--- src/rtl/xgmii_pkg.sv ---
// Shared XGMII definitions for the 10GbE transmit path: lane word type,
// control characters, constant cycle words, encoder states and tkeep decode.
`timescale 1ns/1ps
package xgmii_pkg;

    typedef struct packed {
        logic [63:0] data;
        logic [7:0]  ctrl;
    } xgmii_t;

    localparam logic [7:0] XGMII_IDLE     = 8'h07;
    localparam logic [7:0] XGMII_START    = 8'hfb;
    localparam logic [7:0] XGMII_TERM     = 8'hfd;
    localparam logic [7:0] XGMII_ERROR    = 8'hfe;
    localparam logic [7:0] XGMII_PREAMBLE = 8'h55;
    localparam logic [7:0] XGMII_SFD      = 8'hd5;

    localparam xgmii_t XGMII_IDLE_WORD = '{data: {8{XGMII_IDLE}}, ctrl: 8'hff};
    localparam xgmii_t XGMII_ERROR_WORD = '{data: {8{XGMII_ERROR}}, ctrl: 8'hff};
    localparam xgmii_t XGMII_TERM_WORD = '{data: {{7{XGMII_IDLE}}, XGMII_TERM}, ctrl: 8'hff};
    localparam xgmii_t XGMII_PREAMBLE_WORD =
        '{data: {XGMII_SFD, {6{XGMII_PREAMBLE}}, XGMII_START}, ctrl: 8'h01};

    typedef enum logic [2:0] {
        TX_IDLE,
        TX_DATA,
        TX_TERM,
        TX_IFG,
        TX_DRAIN
    } xgmii_tx_state_t;

    typedef struct packed {
        logic [3:0] k;
        logic       bad;
    } keep_info_t;

    // Count of valid lanes on a last beat; anything but 1..8 ones packed from lane 0 is bad.
    function automatic keep_info_t keep_decode(input logic [7:0] keep);
        keep_info_t r;
        r.k   = 4'd0;
        r.bad = 1'b0;
        case (keep)
            8'h01:   r.k = 4'd1;
            8'h03:   r.k = 4'd2;
            8'h07:   r.k = 4'd3;
            8'h0f:   r.k = 4'd4;
            8'h1f:   r.k = 4'd5;
            8'h3f:   r.k = 4'd6;
            8'h7f:   r.k = 4'd7;
            8'hff:   r.k = 4'd8;
            default: r.bad = 1'b1;
        endcase
        return r;
    endfunction

endpackage

--- src/rtl/xgmii_tx_encoder.sv ---
// AXI-Stream to XGMII transmit encoder: adds start/preamble, terminate and
// minimum inter-frame gap, and replaces underrun or malformed beats with /E/.
`timescale 1ns/1ps
module xgmii_tx_encoder
    import xgmii_pkg::*;
#(
    parameter int IFG_BYTES = 12
)
(
    input  logic        clk156,
    input  logic        sys_rst,
    input  logic [63:0] s_axis_tdata,
    input  logic [7:0]  s_axis_tkeep,
    input  logic        s_axis_tvalid,
    input  logic        s_axis_tlast,
    output logic        s_axis_tready,
    output xgmii_t      xgmii_tx,
    output logic        stat_frame,
    output logic        stat_err
);

    xgmii_tx_state_t state_q, state_d;
    xgmii_t          xgmii_q, xgmii_d;
    logic            stat_frame_q, stat_frame_d;
    logic            stat_err_q, stat_err_d;
    logic [1:0]      ifg_cnt_q, ifg_cnt_d;
    logic            term_ok_q, term_ok_d;

    keep_info_t      keep_info;
    logic [63:0]     term_data;
    logic [7:0]      term_ctrl;

    // Idle cycles still owed after the terminate cycle, minus one (b = bytes from T to cycle end).
    function automatic logic [1:0] ifg_load(input logic [3:0] b);
        int n;
        n = (IFG_BYTES - int'(b) + 7) / 8;
        if (n < 1) n = 1;
        if (n > 4) n = 4;
        return 2'(n - 1);
    endfunction

    assign keep_info = keep_decode(s_axis_tkeep);

    // Partial last beat: data below lane k, T in lane k, idles above it.
    for (genvar gi = 0; gi < 8; gi++) begin : g_term_lane
        assign term_data[gi*8 +: 8] = (4'(gi) < keep_info.k) ? s_axis_tdata[gi*8 +: 8] :
                                      (4'(gi) == keep_info.k) ? XGMII_TERM : XGMII_IDLE;
        assign term_ctrl[gi]        = (4'(gi) >= keep_info.k);
    end

    always_comb begin
        state_d       = state_q;
        xgmii_d       = XGMII_IDLE_WORD;
        stat_frame_d  = 1'b0;
        stat_err_d    = 1'b0;
        ifg_cnt_d     = ifg_cnt_q;
        term_ok_d     = term_ok_q;
        s_axis_tready = 1'b0;

        unique case (state_q)
            TX_IDLE: begin
                if (s_axis_tvalid) begin
                    xgmii_d = XGMII_PREAMBLE_WORD;
                    state_d = TX_DATA;
                end
            end

            TX_DATA: begin
                s_axis_tready = 1'b1;
                if (!s_axis_tvalid) begin
                    xgmii_d    = XGMII_ERROR_WORD;
                    stat_err_d = 1'b1;
                    state_d    = TX_DRAIN;
                end else if (!s_axis_tlast) begin
                    if (s_axis_tkeep != 8'hff) begin
                        xgmii_d    = XGMII_ERROR_WORD;
                        stat_err_d = 1'b1;
                        state_d    = TX_DRAIN;
                    end else begin
                        xgmii_d.data = s_axis_tdata;
                        xgmii_d.ctrl = 8'h00;
                    end
                end else if (keep_info.bad) begin
                    // The frame end is known, so still close it with a T, but uncounted.
                    xgmii_d    = XGMII_ERROR_WORD;
                    stat_err_d = 1'b1;
                    term_ok_d  = 1'b0;
                    state_d    = TX_TERM;
                end else if (keep_info.k == 4'd8) begin
                    xgmii_d.data = s_axis_tdata;
                    xgmii_d.ctrl = 8'h00;
                    term_ok_d    = 1'b1;
                    state_d      = TX_TERM;
                end else begin
                    xgmii_d.data = term_data;
                    xgmii_d.ctrl = term_ctrl;
                    stat_frame_d = 1'b1;
                    ifg_cnt_d    = ifg_load(4'd8 - keep_info.k);
                    state_d      = TX_IFG;
                end
            end

            TX_TERM: begin
                xgmii_d      = XGMII_TERM_WORD;
                stat_frame_d = term_ok_q;
                ifg_cnt_d    = ifg_load(4'd8);
                state_d      = TX_IFG;
            end

            TX_IFG: begin
                if (ifg_cnt_q == 2'd0) begin
                    state_d = TX_IDLE;
                end else begin
                    ifg_cnt_d = ifg_cnt_q - 2'd1;
                end
            end

            TX_DRAIN: begin
                s_axis_tready = 1'b1;
                if (s_axis_tvalid && s_axis_tlast) begin
                    state_d = TX_IDLE;
                end
            end

            default: state_d = TX_IDLE;
        endcase
    end

    always_ff @(posedge clk156) begin
        if (sys_rst) begin
            state_q      <= TX_IDLE;
            xgmii_q      <= XGMII_IDLE_WORD;
            stat_frame_q <= 1'b0;
            stat_err_q   <= 1'b0;
            ifg_cnt_q    <= 2'd0;
            term_ok_q    <= 1'b0;
        end else begin
            state_q      <= state_d;
            xgmii_q      <= xgmii_d;
            stat_frame_q <= stat_frame_d;
            stat_err_q   <= stat_err_d;
            ifg_cnt_q    <= ifg_cnt_d;
            term_ok_q    <= term_ok_d;
        end
    end

    assign xgmii_tx   = xgmii_q;
    assign stat_frame = stat_frame_q;
    assign stat_err   = stat_err_q;

endmodule
--- config.mk ---
export PLATFORM = sky130hd
export DESIGN_NAME = xgmii_tx_encoder
export DESIGN_NICKNAME = d
export VERILOG_FILES = /design/src/rtl/xgmii_pkg.sv /design/src/rtl/xgmii_tx_encoder.sv
export SDC_FILE = /design/constraint.sdc
export NUM_CORES = 1
export LEC_CHECK = 0
export ABC_AREA = 1
export BUFFER_PORTS_ARGS = -buffer_cell sky130_fd_sc_hd__buf_2
export CORE_ASPECT_RATIO = 1.5
export CORE_UTILIZATION = 40
export CTS_CLUSTER_DIAMETER = 80
export DETAILED_ROUTE_END_ITERATION = 8
export PLACE_DENSITY = 0.81
export SETUP_SLACK_MARGIN = 0.3
export SYNTH_ARGS = -nofsm -noshare
export SYNTH_HDL_FRONTEND = slang
export SYNTH_SLANG_ARGS = --single-unit
--- constraint.sdc ---
create_clock -name clk156 -period 4.5 [get_ports clk156]
set_input_delay 0.225 -clock clk156 [delete_from_list [all_inputs] [get_ports clk156]]
set_output_delay 0.225 -clock clk156 [all_outputs]
set_load 0.02 [all_outputs]
### After elaboration in Yosys (flattened, before gate mapping)

Cells that the tools add are included.

| cells by class | value |
|---|---|
| add/subtract/negate cells | 6 |
| order comparisons | 18 |
| eq/ne operators | 31 |
| multiplexer cells | 63 |
| bitwise logic cells | 2 |
| reductions and logical operators | 12 |

Operator list:

| kind | count |
|---|---|
| 72-bit two-way mux | 6 |
| 72-bit one-hot mux with 3 select lines | 1 |
| 32-bit two-way mux | 6 |
| 8-bit two-way mux | 16 |
| 32-bit by 1-bit adder with 32-bit output | 1 |
| 32-bit by 4-bit > comparator with 1-bit output, second input constant | 1 |
| 32-bit by 2-bit < comparator with 1-bit output, second input constant | 1 |
| 4-bit one-hot mux with 8 select lines | 1 |
| 2-bit two-way mux | 11 |
| 3-bit two-way mux | 6 |
| 3-bit by 4-bit equality test with 1-bit output, first input constant | 4 |
| 3-bit by 4-bit >= comparator with 1-bit output, first input constant | 4 |
| 3-bit by 4-bit < comparator with 1-bit output, first input constant | 4 |
| 2-bit != test, second input constant | 8 |
| 3-bit one-hot mux with 5 select lines | 1 |
| 1-bit two-way mux | 13 |
| 2-bit by 4-bit equality test with 1-bit output, first input constant | 2 |
| 8-bit by 1-bit equality test with 1-bit output, second input constant | 1 |
| 8-bit by 2-bit equality test with 1-bit output, second input constant | 1 |
| 8-bit by 3-bit equality test with 1-bit output, second input constant | 1 |
| 8-bit by 4-bit equality test with 1-bit output, second input constant | 1 |
| 8-bit by 5-bit equality test with 1-bit output, second input constant | 1 |
| 8-bit by 6-bit equality test with 1-bit output, second input constant | 1 |
| 8-bit by 7-bit equality test with 1-bit output, second input constant | 1 |
| other kinds (32) | 39 |

| storage, ports and cells | value |
|---|---|
| register bits after elaboration | 80 |
| output and inout bits | 75 |

### Depth between registers and ports, before layout

Gate-level depths: netlist of run 1.

| depth | value |
|---|---|
| word-level depth | 28 |
| mapped depth | 31 |
| depth with buffers taken out | 31 |

### Worst setup path after synthesis of run 1

No wires, ideal clock.

| timing | value |
|---|---|
| path kind | in2reg |
| start point | in s_axis_tkeep[7] |
| end point | reg ifg_cnt_q[0] |
| setup time | 0.070 ns |
| arrival | 3.713 ns |
| required time | 4.430 ns |
| path slack | 0.717 ns |
| stages on the path | 26 |
| buffers on the path | 0 |
| cell sequence | nor2_1 nand2_1 nor2_1 nand2_1 nand2_1 inv_1 ha_1 inv_1 nand2_1 nand2_1 inv_1 nand2_1 nand2_1 nand2_1 xor2_1 ha_1 nand2_1 ha_1 or3b_2 nor4b_1 ha_1 a21oi_1 nand2_1 o21ai_0 o21ai_0 a21oi_1 |

| between the ends | value |
|---|---|
| word-level cells in the longest chain between the ends | 28 |

Ends and longest elaborated chain:

| item | line | text |
|---|---|---|
| start: declaration | xgmii_tx_encoder.sv:13 | `input logic [7:0] s_axis_tkeep,` |
| 8-bit equality test, or another cell as far along | xgmii_pkg.sv:42 | `case (keep)` |
| 4-bit one-hot mux with 8 select lines | xgmii_pkg.sv:42 |  |
| 4-bit subtractor | xgmii_tx_encoder.sv:98 | `ifg_cnt_d = ifg_load(4'd8 - keep_info.k);` |
| 4-bit by 4-bit subtractor with 5-bit output | xgmii_tx_encoder.sv:36 | `n = (IFG_BYTES - int'(b) + 7) / 8;` |
| 5-bit by 4-bit adder with 6-bit output | xgmii_tx_encoder.sv:36 |  |
| 3-bit OR reduction (no line) | -- |  |
| 1-bit AND (no line) | -- |  |
| 32-bit by 1-bit adder with 32-bit output (no line) | -- |  |
| [... 12 more ...] | -- |  |
| 2-bit two-way mux | xgmii_tx_encoder.sv:70 | `if (!s_axis_tvalid) begin` |
| 2-bit two-way mux | xgmii_tx_encoder.sv:60 | `unique case (state_q)` |
| 2-bit subtractor | xgmii_tx_encoder.sv:39 | `return 2'(n - 1);` |
| 2-bit two-way mux | xgmii_tx_encoder.sv:89 | `end else if (keep_info.k == 4'd8) begin` |
| 2-bit two-way mux | xgmii_tx_encoder.sv:83 | `end else if (keep_info.bad) begin` |
| 2-bit two-way mux | xgmii_tx_encoder.sv:74 | `end else if (!s_axis_tlast) begin` |
| 2-bit two-way mux | xgmii_tx_encoder.sv:70 |  |
| 2-bit one-hot mux with 3 select lines | xgmii_tx_encoder.sv:60 |  |
| end signal: assignment | xgmii_tx_encoder.sv:142 | `ifg_cnt_q <= ifg_cnt_d;` |
| end: declaration | xgmii_tx_encoder.sv:26 | `logic [1:0] ifg_cnt_q, ifg_cnt_d;` |

Several ways; a longest one is shown, not always the timed one. The select of a mux whose other input is x is not followed.
A chain may end at the register's enable or synchronous reset.

### Final worst setup path of run 1

Ends and elaborated chain as after synthesis.

==> results of run 1 <==
==> final timing paths <==
path / slack (ps) / cells past startpoint / to
max: 690 / 28 / ifg_cnt_q[0]
min: 80 / 2 / xgmii_tx[42]
max reg2reg: 1520 / 6 / xgmii_tx[42]
min reg2reg: 490 / 2 / ifg_cnt_q[0]
==> kinds of logic after synthesis <==
kind of cell             count (synthesis)  share of synthesized area [%]
AO/OA/AOI/OAI                          107                           16.1
XOR/XNOR                                 3                          0.725
adder cells (fa/ha/maj)                 13                           4.48
buffers and inverters                   79                           8.66
flip-flops                              80                           44.2
AND/OR/NAND/NOR                        221                           25.9
==> final cells by class <==
| type | instances | area, um2 | area share, % |
|---|---|---|---|
| Inverter | 65 | 251 | 5.23 |
| Clock inverter | 3 | 65.1 | 1.35 |
| Clock buffer | 13 | 250 | 5.20 |
| Sequential cell | 80 | 1600 | 33.3 |
| Tap cell | 110 | 138 | 2.86 |
| Antenna cell | 1 | 2.50 | 0.0520 |
| Multi-Input combinational cell | 344 | 1750 | 36.3 |
| Timing Repair Buffer | 151 | 758 | 15.8 |
==> power by group <==
part	switching, W	leakage, nW	internal (W)
registers	0.0000344	0.660	0.000828
clock network	0.000271	0.154	0.000500
logic	0.000396	1.63	0.000190
total	0.000701	2.44	0.00152
==> routing by layer <==
layer / vias up / part of all wire (%) / global-route usage, %
met1: 1788 / 37 / 24.2
li1: 1912 / - / -
met4: 0 / 5.6 / 17.4
met3: 47 / 5.3 / 4.71
met2: 180 / 52 / 41.9
met5: - / 0 / 0
==> placed cells by master, fill, tap and decap left out, drive strengths merged, types with 2 or more instances in the layout <==
master and instances:
buf 151, nand2 122, dfxtp 80, nor2 66
inv 64, a21oi 49, o21ai 43, nand3 21
ha 13, clkbuf 13, o211ai 5, nor3 5
nand4 2, xor2 2, a31oi 2, nand3b 2
bufinv 2, clkinv 2
==> per-stage QoR <==
step           total power, W  cells  worst slack (ps)
2_1_floorplan         0.00124    503               717
3_3_place_gp          0.00144    750               377
3_5_place_dp          0.00145    750              55.5
4_1_cts               0.00223    766               392
5_1_grt               0.00232    767               275
6_report              0.00222    767               692
==> critical path, stage by stage <==
cell and delay, ps:
buf_2 120, nor2_2 130, nand2_1 110, nor2_2 130, nand2_2 110, nand2_1 100
inv_1 80, ha_2 200, inv_1 90, nand2_1 90, nand2_1 100, inv_1 60
nand2_1 50, nand2_1 50, nand2_1 120, xor2_1 160, ha_2 210, nand2_1 80
ha_1 320, or3b_2 480, nor4b_2 220, ha_1 180, o21bai_1 120, a21oi_2 90
nand2_1 90, o21ai_0 80, o21ai_1 140, a21oi_1 50
==> registers in the layout, indices dropped and copies added, names as in the netlist <==
signal and cells:
state_q 3, stat_err 1, term_ok_q 1, stat_frame 1, xgmii_tx 72, ifg_cnt_q 2
==> results.ini, run 1 <==
[timing]
drv_slew=0
timing.fmax_mhz=263
slew_headroom_pct=33.3
tightest_slew_ps=997
finalSetupViolCount=0
finalCriticalPeriod_ps=3810
rsz0062_at_grt=false
hold_viol=0
fin_hold_ws_ps=76.5
fin_crit_sh_pct=84.6
setup_tns_ps=0
fin_skew_ps=3.46

[synthesis]
synth_edf_count=0
synth_top_area_share_pct=44.2
synth_async_sr_flop_share_pct=0
yosysMostFrequentCell=nand2_1
syn-instance-count=503
ys_warn_count=0
synth_top_cell_by_area=dfxtp_1
synth_cell_types=43
synth-seq-cells=80
ys_seq_area_share_pct=44.2
synth_nets=592
synth_area_leaders=dfxtp_1, nand2_1, a21oi_1
netlist_area_um2=3630
synth_flop_cell=dfxtp_1
syn_avg_cell_area_um2=7.21
synthTopCellsByCount=nand2_1, dfxtp_1, nor2_1, inv_1, a21oi_1

[cts]
cts_resized=0
clk_pin_slew_worst_paths_ps=60
post_cts_buffers=0
cts_buffers=9
worstSkewPairLatency_ps=330
cts_buffer_depth=2
cts_root_buf=clkbuf_16
h-tree-depth=3
cts.sinks=80
cts_hold_buf=0
cts_tree=built

[final_layout]
area_delta_synth_final_pct=32.7
fin_area_um2=4810
drive_gt1_share_pct=29.4
nets=740
fin_util_pct=54.5
nFillCells=836

[die]
start_util_pct=41.1
ios=151
placementRows=42
die_h_um=119
core_area_um2=8830
die_w_um=79.8
die_area_um2=9460

[setup_path]
cp_max_fo=4
cp.arrival_ps=4020
crit_required_ps=4710
start_kind=input port
rr_startpoint=state_q[0]
path_class=in2reg
cp-end-kind=register
cp-startpoint=s_axis_tkeep[7]

[global_routing]
grt_max_degree=32
gr-total-overflow=0
antenna_found_initial=1
grtUsageTotal_pct=23.8
grt_pass1_vias=3687
grt_first_pass_wirelength_um=17100

[placement]
gp_congestion=0.897
postPlaceCellArea_um2=4470
port-buffer-count=150
dpl.hpwl_um=8520

[routing]
dr.pass1.iters=4
post_drt_wl_per_cell_um=14.7
via_count=3927
drc=0
drtIter0Drc=227
viasPerCell=5.12
ant_nets=0
wirelength_um=11300

[power_and_ir_drop]
ir_drop_mv=0.334
powerDensity_nw_per_um2=461
leakagePower_nw=2.44

[hold_path]
min_from=s_axis_tdata[34]
worstHoldPathType=in2reg

[job]
drv_cap=0

[run_status]
status=complete, no violations

Power figures use the tool's default switching activity.
==> run 2, diff against run 1 <==
--- a/config.mk
+++ b/config.mk
@@ -11,7 +11,7 @@
 export CORE_UTILIZATION = 40
 export CTS_CLUSTER_DIAMETER = 80
 export DETAILED_ROUTE_END_ITERATION = 8
-export PLACE_DENSITY = 0.81
+export PLACE_DENSITY = 0.83
 export SETUP_SLACK_MARGIN = 0.3
 export SYNTH_ARGS = -nofsm -noshare
 export SYNTH_HDL_FRONTEND = slang
==> constraint.sdc (replaced) <==
create_clock -name clk156 -period 3.3 [get_ports clk156]
set_input_delay 0.165 -clock clk156 [delete_from_list [all_inputs] [get_ports clk156]]
set_output_delay 0.165 -clock clk156 [all_outputs]
set_load 0.02 [all_outputs]
==> results.ini, run 2 (synthesis gave the netlist of run 1 again) <==
[run_status]
status=finished, violations left  ; was complete, no violations
violations=negative setup slack

[final_layout]
nets=784  ; was 740
fin_area_um2=5260  ; was 4810 um2
area_delta_synth_final_pct=45.0  ; was 32.7%
largest_reg_flops=72  ; unchanged
layout_commonest_cell=buf_2  ; unchanged
drive_gt1_share_pct=37.4  ; was 29.4%
fin_util_pct=59.6  ; was 54.5%
final_cell_mix=buf_2, nand2_1, dfxtp_1  ; unchanged

[global_routing]
grt_first_pass_wirelength_um=18500  ; was 17100 um
antenna_found_initial=1  ; unchanged
grt_pass1_vias=4083  ; was 3687
gr-total-overflow=0  ; unchanged
grtUsageTotal_pct=25.6  ; was 23.8%
grt_max_degree=32  ; unchanged

[cts]
worstSkewPairLatency_ps=330  ; about the same
cts_buffer_depth=2  ; unchanged
cts_root_buf=clkbuf_16  ; unchanged
h-tree-depth=3  ; unchanged
cts_tree=built  ; unchanged
cts.sinks=80  ; unchanged
cts_buffers=9  ; unchanged
clk_pin_slew_worst_paths_ps=60  ; about the same

[routing]
via_count=4109  ; was 3927
wirelength_um=11900  ; was 11300 um
dr.pass1.iters=5  ; was 4
viasPerCell=5.07  ; was 5.12
drtIter0Drc=265  ; was 227
ant_nets=0  ; unchanged
drc=0  ; unchanged
post_drt_wl_per_cell_um=14.7  ; about the same

[setup_path]
start_kind=input port  ; unchanged
crit_required_ps=3560  ; was 4710 ps
cp-end-kind=register  ; unchanged
path_class=in2reg  ; unchanged
cp_max_fo=4  ; unchanged
cp.arrival_ps=3570  ; was 4020 ps

[placement]
dpl.hpwl_um=8930  ; was 8520 um
postPlaceCellArea_um2=4790  ; was 4470 um2
port-buffer-count=150  ; unchanged
gp_congestion=0.869  ; was 0.897

[timing]
timing.fmax_mhz=302
fin_skew_ps=5.27  ; was 3.46 ps
finalCriticalPeriod_ps=3310
finalSetupViolCount=1  ; was 0
rsz0062_at_grt=true  ; was false
hold_viol=0  ; unchanged
tightest_slew_ps=1000  ; was 997 ps
slew_headroom_pct=32.9  ; was 33.3%
drv_slew=0  ; unchanged
setup_slack_ps=-12.9  ; was 692 ps
fin_crit_sh_pct=100

[hold_path]
worstHoldPathType=in2reg  ; unchanged

[die]
start_util_pct=41.1  ; unchanged
die_w_um=79.8  ; unchanged
placementRows=42  ; unchanged
ios=151  ; unchanged
die_h_um=119  ; unchanged
die_area_um2=9460  ; unchanged
core_area_um2=8830  ; unchanged

[power_and_ir_drop]
ir_drop_mv=0.462  ; was 0.334 mV
powerDensity_nw_per_um2=572  ; was 461 nW/um2
leakagePower_nw=2.67  ; was 2.44 nW

[job]
drv_cap=0  ; unchanged

## run 2: cell count changes in the layout (fill, tap and decap cells not counted), sizes merged
| cell | previous run | this run |
|---|---|---|
| clkinv | 2 | 3 |
| clkbuf | 13 | 11 |
| clkinvlp | 0 | 2 |
| bufinv | 2 | 1 |
| buf | 151 | 195 |
## run 2: worst max-delay path, cell delays in order
cell	delay, ps
buf_8	110
nor2_4	110
nand2_2	80
nor2_4	110
nand2_2	80
nand2_2	80
inv_2	50
ha_4	170
nand3_1	110
nand2_2	80
inv_2	70
nand3_1	110
nand2_2	110
xor2_2	140
ha_2	220
nand2_2	80
ha_4	270
or3b_4	370
nor4b_2	220
ha_2	310
a21oi_2	130
nand2_1	80
o21ai_1	80
o21ai_1	80
a21oi_1	150
## run 2: path summary, 6_finish.rpt
kind | from | endpoint | cells past startpoint | slack [ps]
max | s_axis_tkeep[7] | ifg_cnt_q[0] | 25 | -10
min | s_axis_tdata[26] | xgmii_tx[34] | 3 | 10
min reg2reg | term_ok_q | stat_frame | 2 | 510
max reg2reg | state_q[0] | xgmii_tx[3] | 7 | 1090
## run 2: per-stage QoR
| step | setup WS [ps] | instances | total power (W) | hold WS [ps] | setup TNS [ps] |
|---|---|---|---|---|---|
| 2_1_floorplan | -150 | 503 | 0.00170 | 264 | -295 |
| 5_1_grt | -220 | 811 | 0.00316 | 10.9 | -410 |
| 3_3_place_gp | -246 | 783 | 0.00198 | 353 | -484 |
| 4_1_cts | 80.8 | 806 | 0.00302 | 6.17 | 0 |
| 6_report | -12.9 | 811 | 0.00301 | 15.0 | -12.9 |
| 3_5_place_dp | -482 | 783 | 0.00201 | 356 | -937 |
## run 2: cell type report
cell class              instances  area (um2)
diodes                          1        2.50
multi-input cells             344        1840
inverters                      65         251
fillers                       794        3570
clock buffers                  11         253
flip-flops and latches         80        1600
clock inverters                 5        55.1
repair buffers                195        1120
well taps                     110         138
## run 2: repair_timing
action,in CTS,in global routing
gates resized for setup,19,3
hold buffers,0,0
setup endpoints to repair,2,2
gates cloned,0,0
buffers inserted,7,4
pin swaps,16,6
## run 2: power by group
group          leakage [nW]  switching, W  total (W)  internal, W
registers             0.660     0.0000493    0.00118      0.00113
logic                  1.86      0.000547   0.000826     0.000279
clock network         0.148      0.000382    0.00101     0.000624
total                  2.67      0.000978    0.00301      0.00203
## run 2: layer usage
metal  wire [um]  GRT usage, %
met4         595          16.0
met3         679          4.94
met2        6380          47.4
met5           0             0
met1        4250          25.1
==> run 3, diff against run 2 <==
--- a/config.mk
+++ b/config.mk
@@ -9,6 +9,7 @@
 export BUFFER_PORTS_ARGS = -buffer_cell sky130_fd_sc_hd__buf_2
 export CORE_ASPECT_RATIO = 1.5
 export CORE_UTILIZATION = 40
+export CTS_BUF_LIST = sky130_fd_sc_hd__clkbuf_4 sky130_fd_sc_hd__clkbuf_8
 export CTS_CLUSTER_DIAMETER = 80
 export DETAILED_ROUTE_END_ITERATION = 8
 export PLACE_DENSITY = 0.83
==> results.ini, run 3 (synthesis gave the netlist of run 1 again) <==
[power_and_ir_drop]
powerDensity_nw_per_um2=525  ; was 572 nW/um2
leakagePower_nw=2.66  ; was 2.67 nW
ir_drop_mv=0.389  ; was 0.462 mV

[setup_path]
cp-end-kind=register  ; unchanged
cp_max_fo=4  ; unchanged
reg2reg_depth=7  ; unchanged
crit_required_ps=3580  ; was 3560 ps
start_kind=input port  ; unchanged
path_class=in2reg  ; unchanged
crit_cells=25  ; unchanged
cpMostUsedCell=nand2_2  ; unchanged
crit_slowest_cell=or3b_4  ; unchanged
cpLargestDelayFamily=simple AND/OR/NAND/NOR gates  ; unchanged
cp_num_buf_inv=3  ; unchanged
cp.arrival_ps=3570  ; about the same
max_stage_delay_ps=370  ; about the same

[die]
start_util_pct=41.1  ; unchanged
core_area_um2=8830  ; unchanged
die_area_um2=9460  ; unchanged
ios=151  ; unchanged
die_h_um=119  ; unchanged
die_w_um=79.8  ; unchanged
placementRows=42  ; unchanged

[final_layout]
nets=792  ; was 784
final_cell_mix=buf_2, nand2_1, dfxtp_1  ; unchanged
drive_gt1_share_pct=37.4  ; about the same
fin_area_um2=5230  ; was 5260 um2
largest_reg_flops=72  ; unchanged
instances_no_fill=819  ; was 811
area_delta_synth_final_pct=44.2  ; was 45.0%
layout_commonest_cell=buf_2  ; unchanged

[global_routing]
grt_pass1_vias=4017  ; was 4083
gr-total-overflow=0  ; unchanged
grt_first_pass_wirelength_um=18400  ; was 18500 um
grt_max_degree=32  ; unchanged
grtUsageTotal_pct=25.4  ; was 25.6%
antenna_found_initial=1  ; unchanged

[routing]
dr.pass1.iters=5  ; unchanged
ant_nets=0  ; unchanged
met2_length_um=6520  ; was 6380 um
wl_met3_um=616  ; was 679 um
drc=0  ; unchanged
via_count=4115  ; was 4109
met1Wirelength_um=4260  ; was 4250 um
viasPerCell=5.02  ; was 5.07
drtIter0Drc=229  ; was 265
post_drt_wl_per_cell_um=14.5  ; was 14.7 um
highest_layer=met4  ; unchanged
wirelength_um=11900  ; about the same

[timing]
tightest_slew_ps=995  ; was 1000 ps
slew_headroom_pct=33.4  ; was 32.9%
finalCriticalPeriod_ps=3280  ; was 3310 ps
fin_skew_ps=7.78  ; was 5.27 ps
rsz0062_at_grt=true  ; unchanged
hold_viol=0  ; unchanged
drv_slew=0  ; unchanged
fin_crit_sh_pct=99.4  ; was 100%
setup_slack_ps=19.7  ; was -12.9 ps
timing.fmax_mhz=305  ; was 302 MHz
finalSetupViolCount=0  ; was 1
setup_tns_ps=0  ; was -12.9 ps

[run_status]
status=complete, no violations  ; was finished, violations left

[cts]
worstSkewPairLatency_ps=360  ; was 330 ps
clk_pin_slew_worst_paths_ps=80  ; was 60 ps
cts_buffers=9  ; unchanged
h-tree-depth=3  ; unchanged
cts.sinks=80  ; unchanged
cts_buffer_depth=2  ; unchanged
cts_root_buf=clkbuf_8  ; was clkbuf_16
cts_tree=built  ; unchanged

[hold_path]
whs_path_depth=3  ; unchanged
worstHoldPathType=in2reg  ; unchanged

[placement]
gp_congestion=0.869  ; unchanged
dp_cells=783  ; unchanged
dp_slack_ps=-482  ; unchanged
dpl.hpwl_um=8930  ; unchanged
postPlaceCellArea_um2=4790  ; unchanged
port-buffer-count=150  ; unchanged

[job]
drv_cap=0  ; unchanged

-- run 3: worst paths after layout --
check	slack [ps]	startpoint	to
hold reg to reg	510	term_ok_q	stat_frame
setup reg to reg	1090	state_q[0]	xgmii_tx[3]
setup / recovery	20	s_axis_tkeep[7]	ifg_cnt_q[0]
hold / removal	10	s_axis_tdata[42]	xgmii_tx[50]
-- run 3: layout make-up --
class	instances	area, um2
flip-flops and latches	80	1600
clock buffers	11	151
fillers	801	3600
multi-input cells	344	1840
inverters	65	251
well taps	110	138
clock inverters	5	55.1
repair buffers	203	1190
diodes	1	2.50
-- run 3: timing repair --
| item | in CTS | in global routing |
|---|---|---|
| hold endpoints to repair | 5 | 0 |
| hold buffers | 5 | 0 |
| pin swaps | 17 | 6 |
| buffers inserted | 10 | 4 |
| gates resized for setup | 19 | 3 |
| endpoints found under the setup margin | 2 | 2 |
-- run 3: power breakdown --
part | internal (W) | switching, W
Clock | 0.000388 | 0.000354
Combinational | 0.000284 | 0.000545
Sequential | 0.00113 | 0.0000495
Total | 0.00180 | 0.000948
-- run 3: worst min-delay path, cell delays in order --
cell and delay (ps):
buf_2 80, nor2_1 30, nand3_1 60
-- run 3: routing by layer --
layer  global-route usage (%)  up-vias
li1                         -     2013
met1                     25.9     1908
met2                     47.6      161
met3                     3.86       33
met4                     13.8        0
met5                        0        -
-- run 3: stage by stage --
step | hold slack, ps | power [W] | utilization (%)
after CTS | 3.65 | 0.00275 | 58.6
after global placement | 353 | 0.00198 | 54.3
after floorplan | 264 | 0.00170 | -
after detailed placement | 356 | 0.00201 | 54.3
after global routing | 12.9 | 0.00288 | 59.2
final | 14.5 | 0.00275 | 59.2
